<file path="config.mk">
export PLATFORM = sky130hd
export DESIGN_NAME = hpss_frame_sched_flat
export DESIGN_NICKNAME = d
export VERILOG_FILES = /design/src/rtl/hpss_frame_sched_if.sv /design/src/rtl/hpss_frame_sched.sv /design/src/flat_wrapper.sv
export SDC_FILE = /design/constraint.sdc
export NUM_CORES = 1
export LEC_CHECK = 0
export BUFFER_PORTS_ARGS = -buffer_cell sky130_fd_sc_hd__clkbuf_2
export CAP_MARGIN = 25
export CORE_ASPECT_RATIO = 0.7
export CORE_MARGIN = 3
export CORE_UTILIZATION = 56
export CTS_CLUSTER_SIZE = 12
export DETAILED_ROUTE_END_ITERATION = 16
export PLACE_DENSITY = 0.84
export RECOVER_POWER = 100
export SLEW_MARGIN = 25
export SYNTH_ARGS = -nofsm -noshare
export SYNTH_HDL_FRONTEND = slang
export SYNTH_SLANG_ARGS = --single-unit
</file>
<file path="constraint.sdc">
create_clock -name clk -period 2.6 [get_ports clk]
set_input_delay 0.52 -clock clk [delete_from_list [all_inputs] [get_ports clk]]
set_output_delay 0.52 -clock clk [all_outputs]
set_load 0.03 [all_outputs]
</file>
<file path="src/rtl/hpss_frame_sched_if.sv">
// hpss_frame_sched_if
// Start/done handshake bundle between the HPSS frame scheduler and the
// processing stages it sequences.
//   frame_ready  : capture block -> scheduler, one-cycle frame-captured pulse
//   fft_finish   : forward FFT -> scheduler, stage complete
//   h_done       : harmonic median filter -> scheduler, stage complete
//   p_done       : percussive median filter -> scheduler, stage complete
//   ifft_finish  : mask/iFFT -> scheduler, stage complete
//   out_done     : output stage -> scheduler, iFFT buffer drained
//   fft_start    : scheduler -> forward FFT, one-cycle start
//   med_start    : scheduler -> both median filters, one-cycle start
//   ifft_start   : scheduler -> mask/iFFT, one-cycle start
//   out_start    : scheduler -> output stage, one-cycle start
// modport master is the scheduler side; modport slave is the stage side.
interface hpss_frame_sched_if;
  logic frame_ready;
  logic fft_finish;
  logic h_done;
  logic p_done;
  logic ifft_finish;
  logic out_done;
  logic fft_start;
  logic med_start;
  logic ifft_start;
  logic out_start;

  modport master (
    input  frame_ready, fft_finish, h_done, p_done, ifft_finish, out_done,
    output fft_start, med_start, ifft_start, out_start
  );

  modport slave (
    output frame_ready, fft_finish, h_done, p_done, ifft_finish, out_done,
    input  fft_start, med_start, ifft_start, out_start
  );
endinterface

</file>
<file path="src/rtl/hpss_frame_sched.sv">
// hpss_frame_sched
// Per-frame scheduler for the HPSS separation chain. Queues captured-frame
// notifications and runs one frame at a time through FFT -> median filters
// -> masked iFFT -> output drain, with a per-stage watchdog.
// Ports:
//   clk, rst_n   : clock, asynchronous active-low reset
//   en           : scheduling enable, only looked at in IDLE
//   hs           : start/done handshake bundle (master side)
//   busy         : FSM not in IDLE
//   state        : current state code
//   pending      : queued frames not yet started
//   frame_id     : completed-frame counter (wraps)
//   drop_pulse   : one-cycle pulse when a frame_ready hit a full queue
//   drop_cnt     : saturating drop counter
//   timeout_err  : one-cycle pulse on watchdog expiry
//   err_stage    : state code of the last stage that timed out
//
// state | meaning
// IDLE  | waiting for en and a queued frame
// FFT   | forward FFT running
// MED   | harmonic and percussive median filters running in parallel
// IFFT  | masked iFFT running
// OUT   | output stage draining the iFFT buffer
module hpss_frame_sched #(
  parameter int PEND_MAX    = 2,
  parameter int TIMEOUT_CYC = 20000,
  parameter int TO_W        = 16
) (
  input  logic                 clk,
  input  logic                 rst_n,
  input  logic                 en,
  hpss_frame_sched_if.master   hs,
  output logic                 busy,
  output logic [2:0]           state,
  output logic [2:0]           pending,
  output logic [15:0]          frame_id,
  output logic                 drop_pulse,
  output logic [7:0]           drop_cnt,
  output logic                 timeout_err,
  output logic [2:0]           err_stage
);

  typedef enum logic [2:0] {
    ST_IDLE = 3'd0,
    ST_FFT  = 3'd1,
    ST_MED  = 3'd2,
    ST_IFFT = 3'd3,
    ST_OUT  = 3'd4
  } state_t;

  state_t          state_q, state_d;
  logic [2:0]      pending_q, pending_d;
  logic [15:0]     frame_id_q, frame_id_d;
  logic [7:0]      drop_cnt_q, drop_cnt_d;
  logic            drop_pulse_q, drop_pulse_d;
  logic            timeout_err_q, timeout_err_d;
  logic [2:0]      err_stage_q, err_stage_d;
  logic [TO_W-1:0] wd_q, wd_d;
  logic            h_flag_q, h_flag_d;
  logic            p_flag_q, p_flag_d;
  logic            busy_q, busy_d;
  logic            fft_start_q, fft_start_d;
  logic            med_start_q, med_start_d;
  logic            ifft_start_q, ifft_start_d;
  logic            out_start_q, out_start_d;

  logic            done_acc;
  logic            expire;
  logic            deq;
  logic            entering;

  always_comb begin
    state_d       = state_q;
    done_acc      = 1'b0;
    h_flag_d      = h_flag_q;
    p_flag_d      = p_flag_q;

    unique case (state_q)
      ST_IDLE: if (en && pending_q != 3'd0) state_d = ST_FFT;
      ST_FFT: begin
        done_acc = hs.fft_finish;
        if (done_acc) state_d = ST_MED;
      end
      ST_MED: begin
        // Dones may arrive in any order; the flag plus the live input lets the
        // second done complete the stage in the cycle it arrives.
        h_flag_d = h_flag_q | hs.h_done;
        p_flag_d = p_flag_q | hs.p_done;
        done_acc = h_flag_d & p_flag_d;
        if (done_acc) state_d = ST_IFFT;
      end
      ST_IFFT: begin
        done_acc = hs.ifft_finish;
        if (done_acc) state_d = ST_OUT;
      end
      ST_OUT: begin
        done_acc = hs.out_done;
        if (done_acc) state_d = ST_IDLE;
      end
      default: state_d = ST_IDLE;
    endcase

    // A done in the expiry cycle wins over the watchdog.
    expire = (state_q != ST_IDLE) && !done_acc && (wd_q == TO_W'(TIMEOUT_CYC - 1));
    if (expire) state_d = ST_IDLE;

    // Flags only live while in MED; dones seen elsewhere are not remembered.
    if (state_d != ST_MED) begin
      h_flag_d = 1'b0;
      p_flag_d = 1'b0;
    end

    entering = (state_d != state_q);
    wd_d     = entering ? '0 : ((state_q != ST_IDLE) ? wd_q + 1'b1 : wd_q);

    // Dequeue and enqueue on the same edge cancel; never counts as a drop.
    deq          = (state_q == ST_IDLE) && (state_d == ST_FFT);
    pending_d    = pending_q;
    drop_pulse_d = 1'b0;
    drop_cnt_d   = drop_cnt_q;
    if (hs.frame_ready && !deq) begin
      if (pending_q == 3'(PEND_MAX)) begin
        drop_pulse_d = 1'b1;
        if (drop_cnt_q != 8'hFF) drop_cnt_d = drop_cnt_q + 8'd1;
      end else begin
        pending_d = pending_q + 3'd1;
      end
    end else if (!hs.frame_ready && deq) begin
      pending_d = pending_q - 3'd1;
    end

    frame_id_d    = (state_q == ST_OUT && done_acc) ? frame_id_q + 16'd1 : frame_id_q;
    timeout_err_d = expire;
    err_stage_d   = expire ? state_q : err_stage_q;
    busy_d        = (state_d != ST_IDLE);

    fft_start_d   = entering && (state_d == ST_FFT);
    med_start_d   = entering && (state_d == ST_MED);
    ifft_start_d  = entering && (state_d == ST_IFFT);
    out_start_d   = entering && (state_d == ST_OUT);
  end

  always_ff @(posedge clk or negedge rst_n) begin
    if (!rst_n) begin
      state_q       <= ST_IDLE;
      pending_q     <= '0;
      frame_id_q    <= '0;
      drop_cnt_q    <= '0;
      drop_pulse_q  <= 1'b0;
      timeout_err_q <= 1'b0;
      err_stage_q   <= '0;
      wd_q          <= '0;
      h_flag_q      <= 1'b0;
      p_flag_q      <= 1'b0;
      busy_q        <= 1'b0;
      fft_start_q   <= 1'b0;
      med_start_q   <= 1'b0;
      ifft_start_q  <= 1'b0;
      out_start_q   <= 1'b0;
    end else begin
      state_q       <= state_d;
      pending_q     <= pending_d;
      frame_id_q    <= frame_id_d;
      drop_cnt_q    <= drop_cnt_d;
      drop_pulse_q  <= drop_pulse_d;
      timeout_err_q <= timeout_err_d;
      err_stage_q   <= err_stage_d;
      wd_q          <= wd_d;
      h_flag_q      <= h_flag_d;
      p_flag_q      <= p_flag_d;
      busy_q        <= busy_d;
      fft_start_q   <= fft_start_d;
      med_start_q   <= med_start_d;
      ifft_start_q  <= ifft_start_d;
      out_start_q   <= out_start_d;
    end
  end

  assign hs.fft_start  = fft_start_q;
  assign hs.med_start  = med_start_q;
  assign hs.ifft_start = ifft_start_q;
  assign hs.out_start  = out_start_q;
  assign busy          = busy_q;
  assign state         = state_q;
  assign pending       = pending_q;
  assign frame_id      = frame_id_q;
  assign drop_pulse    = drop_pulse_q;
  assign drop_cnt      = drop_cnt_q;
  assign timeout_err   = timeout_err_q;
  assign err_stage     = err_stage_q;

endmodule

</file>
<file path="src/flat_wrapper.sv">
// flat-port wrapper written by rule: the top's interface ports become plain ports
module hpss_frame_sched_flat 
#(
  parameter int PEND_MAX    = 2,
  parameter int TIMEOUT_CYC = 20000,
  parameter int TO_W        = 16
)
  (clk, rst_n, en, busy, state, pending, frame_id, drop_pulse, drop_cnt, timeout_err, err_stage, hs_frame_ready, hs_fft_finish, hs_h_done, hs_p_done, hs_ifft_finish, hs_out_done, hs_fft_start, hs_med_start, hs_ifft_start, hs_out_start);
  hpss_frame_sched_if hs_i ();
  input  logic clk;
  input  logic rst_n;
  input  logic en;
  output logic busy;
  output logic [2:0] state;
  output logic [2:0] pending;
  output logic [15:0] frame_id;
  output logic drop_pulse;
  output logic [7:0] drop_cnt;
  output logic timeout_err;
  output logic [2:0] err_stage;
  input wire logic [$bits(hs_i.frame_ready)-1:0] hs_frame_ready;
  input wire logic [$bits(hs_i.fft_finish)-1:0] hs_fft_finish;
  input wire logic [$bits(hs_i.h_done)-1:0] hs_h_done;
  input wire logic [$bits(hs_i.p_done)-1:0] hs_p_done;
  input wire logic [$bits(hs_i.ifft_finish)-1:0] hs_ifft_finish;
  input wire logic [$bits(hs_i.out_done)-1:0] hs_out_done;
  output wire logic [$bits(hs_i.fft_start)-1:0] hs_fft_start;
  output wire logic [$bits(hs_i.med_start)-1:0] hs_med_start;
  output wire logic [$bits(hs_i.ifft_start)-1:0] hs_ifft_start;
  output wire logic [$bits(hs_i.out_start)-1:0] hs_out_start;
  assign hs_i.frame_ready = hs_frame_ready;
  assign hs_i.fft_finish = hs_fft_finish;
  assign hs_i.h_done = hs_h_done;
  assign hs_i.p_done = hs_p_done;
  assign hs_i.ifft_finish = hs_ifft_finish;
  assign hs_i.out_done = hs_out_done;
  assign hs_fft_start = hs_i.fft_start;
  assign hs_med_start = hs_i.med_start;
  assign hs_ifft_start = hs_i.ifft_start;
  assign hs_out_start = hs_i.out_start;
  hpss_frame_sched #(.PEND_MAX(PEND_MAX), .TIMEOUT_CYC(TIMEOUT_CYC), .TO_W(TO_W)) u_core (.clk(clk), .rst_n(rst_n), .en(en), .hs(hs_i), .busy(busy), .state(state), .pending(pending), .frame_id(frame_id), .drop_pulse(drop_pulse), .drop_cnt(drop_cnt), .timeout_err(timeout_err), .err_stage(err_stage));
endmodule
</file>
### Word level (Yosys, flattened, before mapping)

Index checks and enable logic that the tools add are counted.

| cells by class | value |
|---|---|
| add/subtract/negate cells | 5 |
| multiply operators | 0 |
| div/mod/pow operators | 0 |
| magnitude comparators | 0 |
| equality and inequality tests | 14 |
| shift operators | 0 |
| muxes and demuxes | 19 |
| bitwise gates (word level) | 3 |
| reduce and logical (&&, ||, !) cells | 23 |

Operators by type and width:

| operator | count |
|---|---|
| $add 16x1->16 const B | 2 |
| $mux 16 | 2 |
| $mux 3 | 9 |
| $eq 16x15->1 const B | 1 |
| $eq 3x2->1 const B | 5 |
| $pmux 3 s5 | 1 |
| $logic_and 1x1->1 | 11 |
| $reduce_bool 3->1 | 3 |
| $add 8x1->8 const B | 1 |
| $ne 8x8->1 const B | 1 |
| $eq 3x1->1 const B | 2 |
| $eq 3x3->1 const B | 2 |
| $mux 1 | 6 |
| $reduce_bool 2->1 | 3 |
| $pmux 1 s4 | 1 |
| $add 3x1->3 const B | 1 |
| $logic_not 1->1 | 3 |
| $logic_not 3->1 | 1 |
| $ne 3x2->1 const B | 1 |
| $ne 3x3->1 | 1 |
| $reduce_and 3->1 | 1 |
| $sub 3x1->3 const B | 1 |
| $ne 2x2->1 const B | 1 |
| $or 1x1->1 | 2 |
| 2 further kinds | 2 |

| storage, ports and cells | value |
|---|---|
| register bits after elaboration | 58 |
| latch bits | 0 |
| RAM bits | 0 |
| memory bits (read-only) | 0 |
| output and inout port bits | 40 |
| logic and storage cells | 79 |
| memories | 0 |

### Depth between registers and ports, before layout

| logic depth | value |
|---|---|
| depth after elaboration | 13 |
| mapped depth | 9 |
| gate-level depth less buffers | 8 |

### Worst setup path before layout

No wires, ideal clock.

| path | value |
|---|---|
| path type | flip-flop to flip-flop |
| from | register u_core.pending_q[1], in the netlist u_core.pending[1] |
| to | register u_core.pending_q[1], in the netlist u_core.pending[1] |
| data arrival time | 2129 ps |
| setup slack | 372 ps |
| stages on the path, launching flop included | 7 |
| path buffers | 0 |
| period minus slack after synthesis | 2228 ps |
| path through | dfrtp_1 > or3_1 > and2_1 > nand2b_1 > fa_1 > mux2i_1 > a311oi_1 |

| on the way | value |
|---|---|
| elaborated cells on any way between the ends | 19 |
| classes of those cells | 2 x add/sub; 3 x eq/ne; 6 x mux; 8 x reduce/logical |

RTL lines:

| element | line | text |
|---|---|---|
| from (decl) | hpss_frame_sched.sv:52 | `logic [2:0] pending_q, pending_d;` |
| from (signal assigned) | hpss_frame_sched.sv:162 | `pending_q <= pending_d;` |
| $reduce_bool 3->1 | hpss_frame_sched.sv:79 | `ST_IDLE: if (en && pending_q != 3'd0) state_d = ST_FFT;` |
| $logic_and 1x1->1 | hpss_frame_sched.sv:79 |  |
| $mux 3 | hpss_frame_sched.sv:79 |  |
| $pmux 3 s5 | hpss_frame_sched.sv:78 | `unique case (state_q)` |
| $mux 3 | hpss_frame_sched.sv:105 | `if (expire) state_d = ST_IDLE;` |
| $eq 3x1->1 | hpss_frame_sched.sv:117 | `deq = (state_q == ST_IDLE) && (state_d == ST_FFT);` |
| $logic_and 1x1->1 | hpss_frame_sched.sv:117 |  |
| $logic_not 1->1 | hpss_frame_sched.sv:121 | `if (hs.frame_ready && !deq) begin` |
| $logic_and 1x1->1 | hpss_frame_sched.sv:121 |  |
| $mux 3 * | hpss_frame_sched.sv:121 |  |
| named net u_core.pending_d[1] | hpss_frame_sched.sv:52 |  |

The timed path passes the listed nets; every way through them passes the cells marked *. The select of a mux whose other input is x is not followed.
A chain may end at the register's enable or synchronous reset.

### Final worst setup path

| path | value |
|---|---|
| from | register u_core.state_q[2], in the netlist u_core.state[2] |
| to | register u_core.wd_q[13] |

| on the way | value |
|---|---|
| longest elaborated chain between the ends | 8 |
| elaborated cells on any way between the ends | 20 |
| classes of those cells | 5 x eq/ne; 9 x mux; 6 x reduce/logical |

RTL lines:

| element | line | text |
|---|---|---|
| from (decl) | hpss_frame_sched.sv:51 | `state_t state_q, state_d;` |
| from (signal assigned) | hpss_frame_sched.sv:161 | `state_q <= state_d;` |
| $eq 3x3->1, or another cell as far along | hpss_frame_sched.sv:78 |  |
| $pmux 1 s4 | hpss_frame_sched.sv:78 |  |
| $logic_not 1->1 | hpss_frame_sched.sv:104 | `expire = (state_q != ST_IDLE) && !done_acc && (wd_q == TO_W'(TIMEOUT_CYC - 1));` |
| $logic_and 1x1->1 (2 in a row) | hpss_frame_sched.sv:104 |  |
| $mux 3 | hpss_frame_sched.sv:105 |  |
| $ne 3x3->1 | hpss_frame_sched.sv:113 | `entering = (state_d != state_q);` |
| $mux 16 or $reduce_bool 2->1 (tied branches) | n/a |  |
| to (signal assigned) | hpss_frame_sched.sv:168 | `wd_q <= wd_d;` |
| to (decl) | hpss_frame_sched.sv:58 | `logic [TO_W-1:0] wd_q, wd_d;` |

Parallel ways exist; a longest one is shown, timed or not.

==> impl_metrics.json <==
{
  "status": "finished clean",
  "finalSetupViolations": 0,
  "syn_to_final_growth_pct": 15.6,
  "p_total_mw": 3.36,
  "async_flop_share": 1.00,
  "overflow": 0,
  "drtAntennaViolNets": 0,
  "maxCapViolCount": 0,
  "period_share": 0.926,
  "drc": 0,
  "total_leakage_power_nw": 1.43,
  "drv_slew": 0,
  "max_slew.worst_pin.slew_ns": 1.37,
  "design.core.area_um2": 4970,
  "place_congestion": 0.883,
  "firstDrtPassIters": 4,
  "yosysWarnings": 0,
  "synthesis.nets": 293,
  "path_max_fanout": 11,
  "dp_hpwl_um": 4830,
  "cp.arrival_ns": 2.59,
  "final_cells": 409,
  "grt.met3_usage": 0.0892,
  "syn_area_um2": 2980,
  "syn_avg_cell_area_um2": 10.6,
  "grt_max_degree": 59,
  "cts_resized": 0,
  "drive_gt1_frac": 0.126,
  "max_slew_margin": 0.0867,
  "synth_seq_cells": 58,
  "cts.sinks": 58,
  "num_rows": 21,
  "wl_um": 6740,
  "hold_class": "primary input to flop",
  "grt_usage": 0.240,
  "multiInputGateArea_um2": 1420,
  "synth_area_leader_cell": "dfrtp_1",
  "startpoint_type": "flop",
  "finalHoldViolCount": 0,
  "cts_root_buffer": "clkbuf_8",
  "worst-r2r-setup-slack_ns": 0.19,
  "cts_max_path_buffers": 2,
  "fp.dieH_um": 67.0,
  "h-tree-depth": 3,
  "cp-end-kind": "flop",
  "wl_per_cell_um": 16.5,
  "synth_ff_type": "dfrtp_1",
  "grt_util_met1": 0.318,
  "netlist.area_leader.share": 0.487,
  "die_w_um": 93.2,
  "grt_pass1_vias": 2359,
  "viasPerCell": 5.92,
  "cts_setup_buffers": 0,
  "power_density_nw_per_um2": 976,
  "numPortBuffers": 48,
  "synth_edf_count": 0,
  "busiest_layer": "met2",
  "start_util": 0.600,
  "clkLatencyLatePin_ns": 0.34,
  "fin_crit_ns": 2.41,
  "worstSetupPathType": "flop to flop",
  "num_antenna_cells": 0,
  "grt_pass1_wl_um": 11400,
  "grt_setup_unrepaired": "false",
  "dp_cells": 393,
  "final_core_util": 0.693,
  "num_vias": 2421,
  "fin_nets": 348,
  "postCtsHoldBufs": 0,
  "io_pins": 49,
  "ys_types": 51,
  "ff_latch_area_um2": 1450,
  "numCtsBuffers": 9,
  "finalSetupTns_ns": 0,
  "yosys-top-cells-area": "dfrtp_1, xnor2_1, nor3_1, nand2_1, nand4_1",
  "die_area_um2": 6240,
  "syn_inst": 280,
  "fin_skew_ns": 0.00792,
  "grt.met2_usage": 0.375,
  "max_freq_ghz": 0.415,
  "cts.clk_slew.worst_paths_ns": 0.07,
  "fillers": 375,
  "first_iter_violations": 176,
  "ys_seq_area_frac": 0.487,
  "cp.required_ns": 2.78,
  "antenna_found_initial": 0,
  "cts_tree": "yes",
  "ir_drop_mv": 0.372
}
[worst max-delay path: stages, from the launching register on]
cell and delay (ns):
dfrtp_1 0.61, o31ai_2 0.25, or2_1 0.34, a2111oi_4 0.66
buf_4 0.31, a211oi_1 0.08
[layer usage]
layer	part of all wire	vias to the layer above
met3	0.077	9
met1	0.46	1164
met2	0.45	109
met4	0.011	0
li1	-	1139
met5	0	-
[per-stage QoR]
step / setup slack, ns / hold WS (ns) / cell area, um2
global placement: 0.351 / 0.461 / 3300
CTS: 0.241 / 0.341 / 3520
detailed placement: 0.265 / 0.487 / 3300
global route: 0.0694 / 0.462 / 3440
finish: 0.192 / 0.471 / 3440
floorplan: 0.372 / 0.224 / 2980
[power breakdown]
group          total (mW)  leakage, nW  internal, mW  switching (mW)
clock               0.952        0.117         0.592           0.360
sequential           1.25        0.785          1.04           0.207
combinational        1.16        0.524         0.371           0.787
[flip-flops by register name (all words and copies together) (netlist names), 3 cells and up]
register and cells:
u_core.wd_q 16, u_core.state 3, u_core.frame_id 16, u_core.err_stage 3, u_core.drop_cnt 8, u_core.pending 3
[final timing paths]
kind,endpoint,from,cells past startpoint
worst max-delay path,u_core.wd_q[13]$_DFFE_PN0P_,u_core.state[2]$_DFF_PN0_,5
worst min-delay path,u_core.hs.out_start$_DFF_PN0_,hs_ifft_finish,3
worst max register to register,u_core.wd_q[13]$_DFFE_PN0P_,u_core.state[2]$_DFF_PN0_,5
worst min register to register,u_core.frame_id[15]$_DFFE_PN0P_,u_core.frame_id[15]$_DFFE_PN0P_,1
max in group asynchronous,u_core.state[0]$_DFF_PN0_,rst_n,2
min in group asynchronous,u_core.state[1]$_DFF_PN0_,rst_n,2
[logic make-up after synthesis]
family                     count (synthesis)  share of synthesized area
buffers and inverters                     18                     0.0307
AOI/OAI and AO/OA                         37                      0.108
muxes                                      9                     0.0324
DFF                                       58                      0.487
xor gates and xnor gates                  32                     0.0941
adders and majority gates                  4                     0.0193
and+or+nand+nor                          122                      0.229
[layout by cell type, fill, tap and decap left out, types with 2 or more instances in the layout]
cell / instances
and4_1: 2
nor3_1: 24
mux2i_1: 4
xnor2_1: 26
nand2_1: 25
bufinv_16: 2
inv_1: 6
mux2_2: 5
and3_1: 5
buf_4: 3
clkbuf_1: 44
dfrtp_1: 58
and2_1: 2
or3_1: 6
ha_1: 3
nand3_1: 8
a21oi_1: 10
o221a_2: 2
xor2_1: 6
nand4_1: 13
a31oi_1: 2
nand2b_1: 5
clkbuf_2: 10
clkbuf_8: 11
nor4_1: 7
a211oi_1: 6
nor2_1: 13
a311oi_1: 2
o21ai_0: 5
[cell usage after synthesis, types with 2 or more instances]
cell / n
nor4_1: 7
xnor2_1: 26
nand3_1: 8
or3_1: 6
o21ai_0: 5
and4_1: 2
mux2_2: 5
a2111oi_4: 2
a311oi_1: 2
nand4_1: 13
a211oi_1: 5
ha_1: 3
inv_1: 6
a21oi_1: 10
nand2b_1: 5
mux2i_1: 4
dfrtp_1: 58
nand2_1: 25
xor2_1: 6
and3_1: 5
o221a_2: 2
buf_4: 4
and2_1: 3
clkbuf_1: 5
nor2_1: 13
a31oi_1: 2
nor3_1: 24
[final cells by class]
| cell class | instances | area share |
|---|---|---|
| multi-input cells | 204 | 0.412 |
| inverters | 6 | 0.00654 |
| repair buffers | 56 | 0.0680 |
| clock buffers | 12 | 0.0451 |
| clock inverters | 4 | 0.0214 |
| flip-flops and latches | 58 | 0.422 |
| well taps | 69 | 0.0251 |
Note: power is estimated with default switching activity, not from simulation.
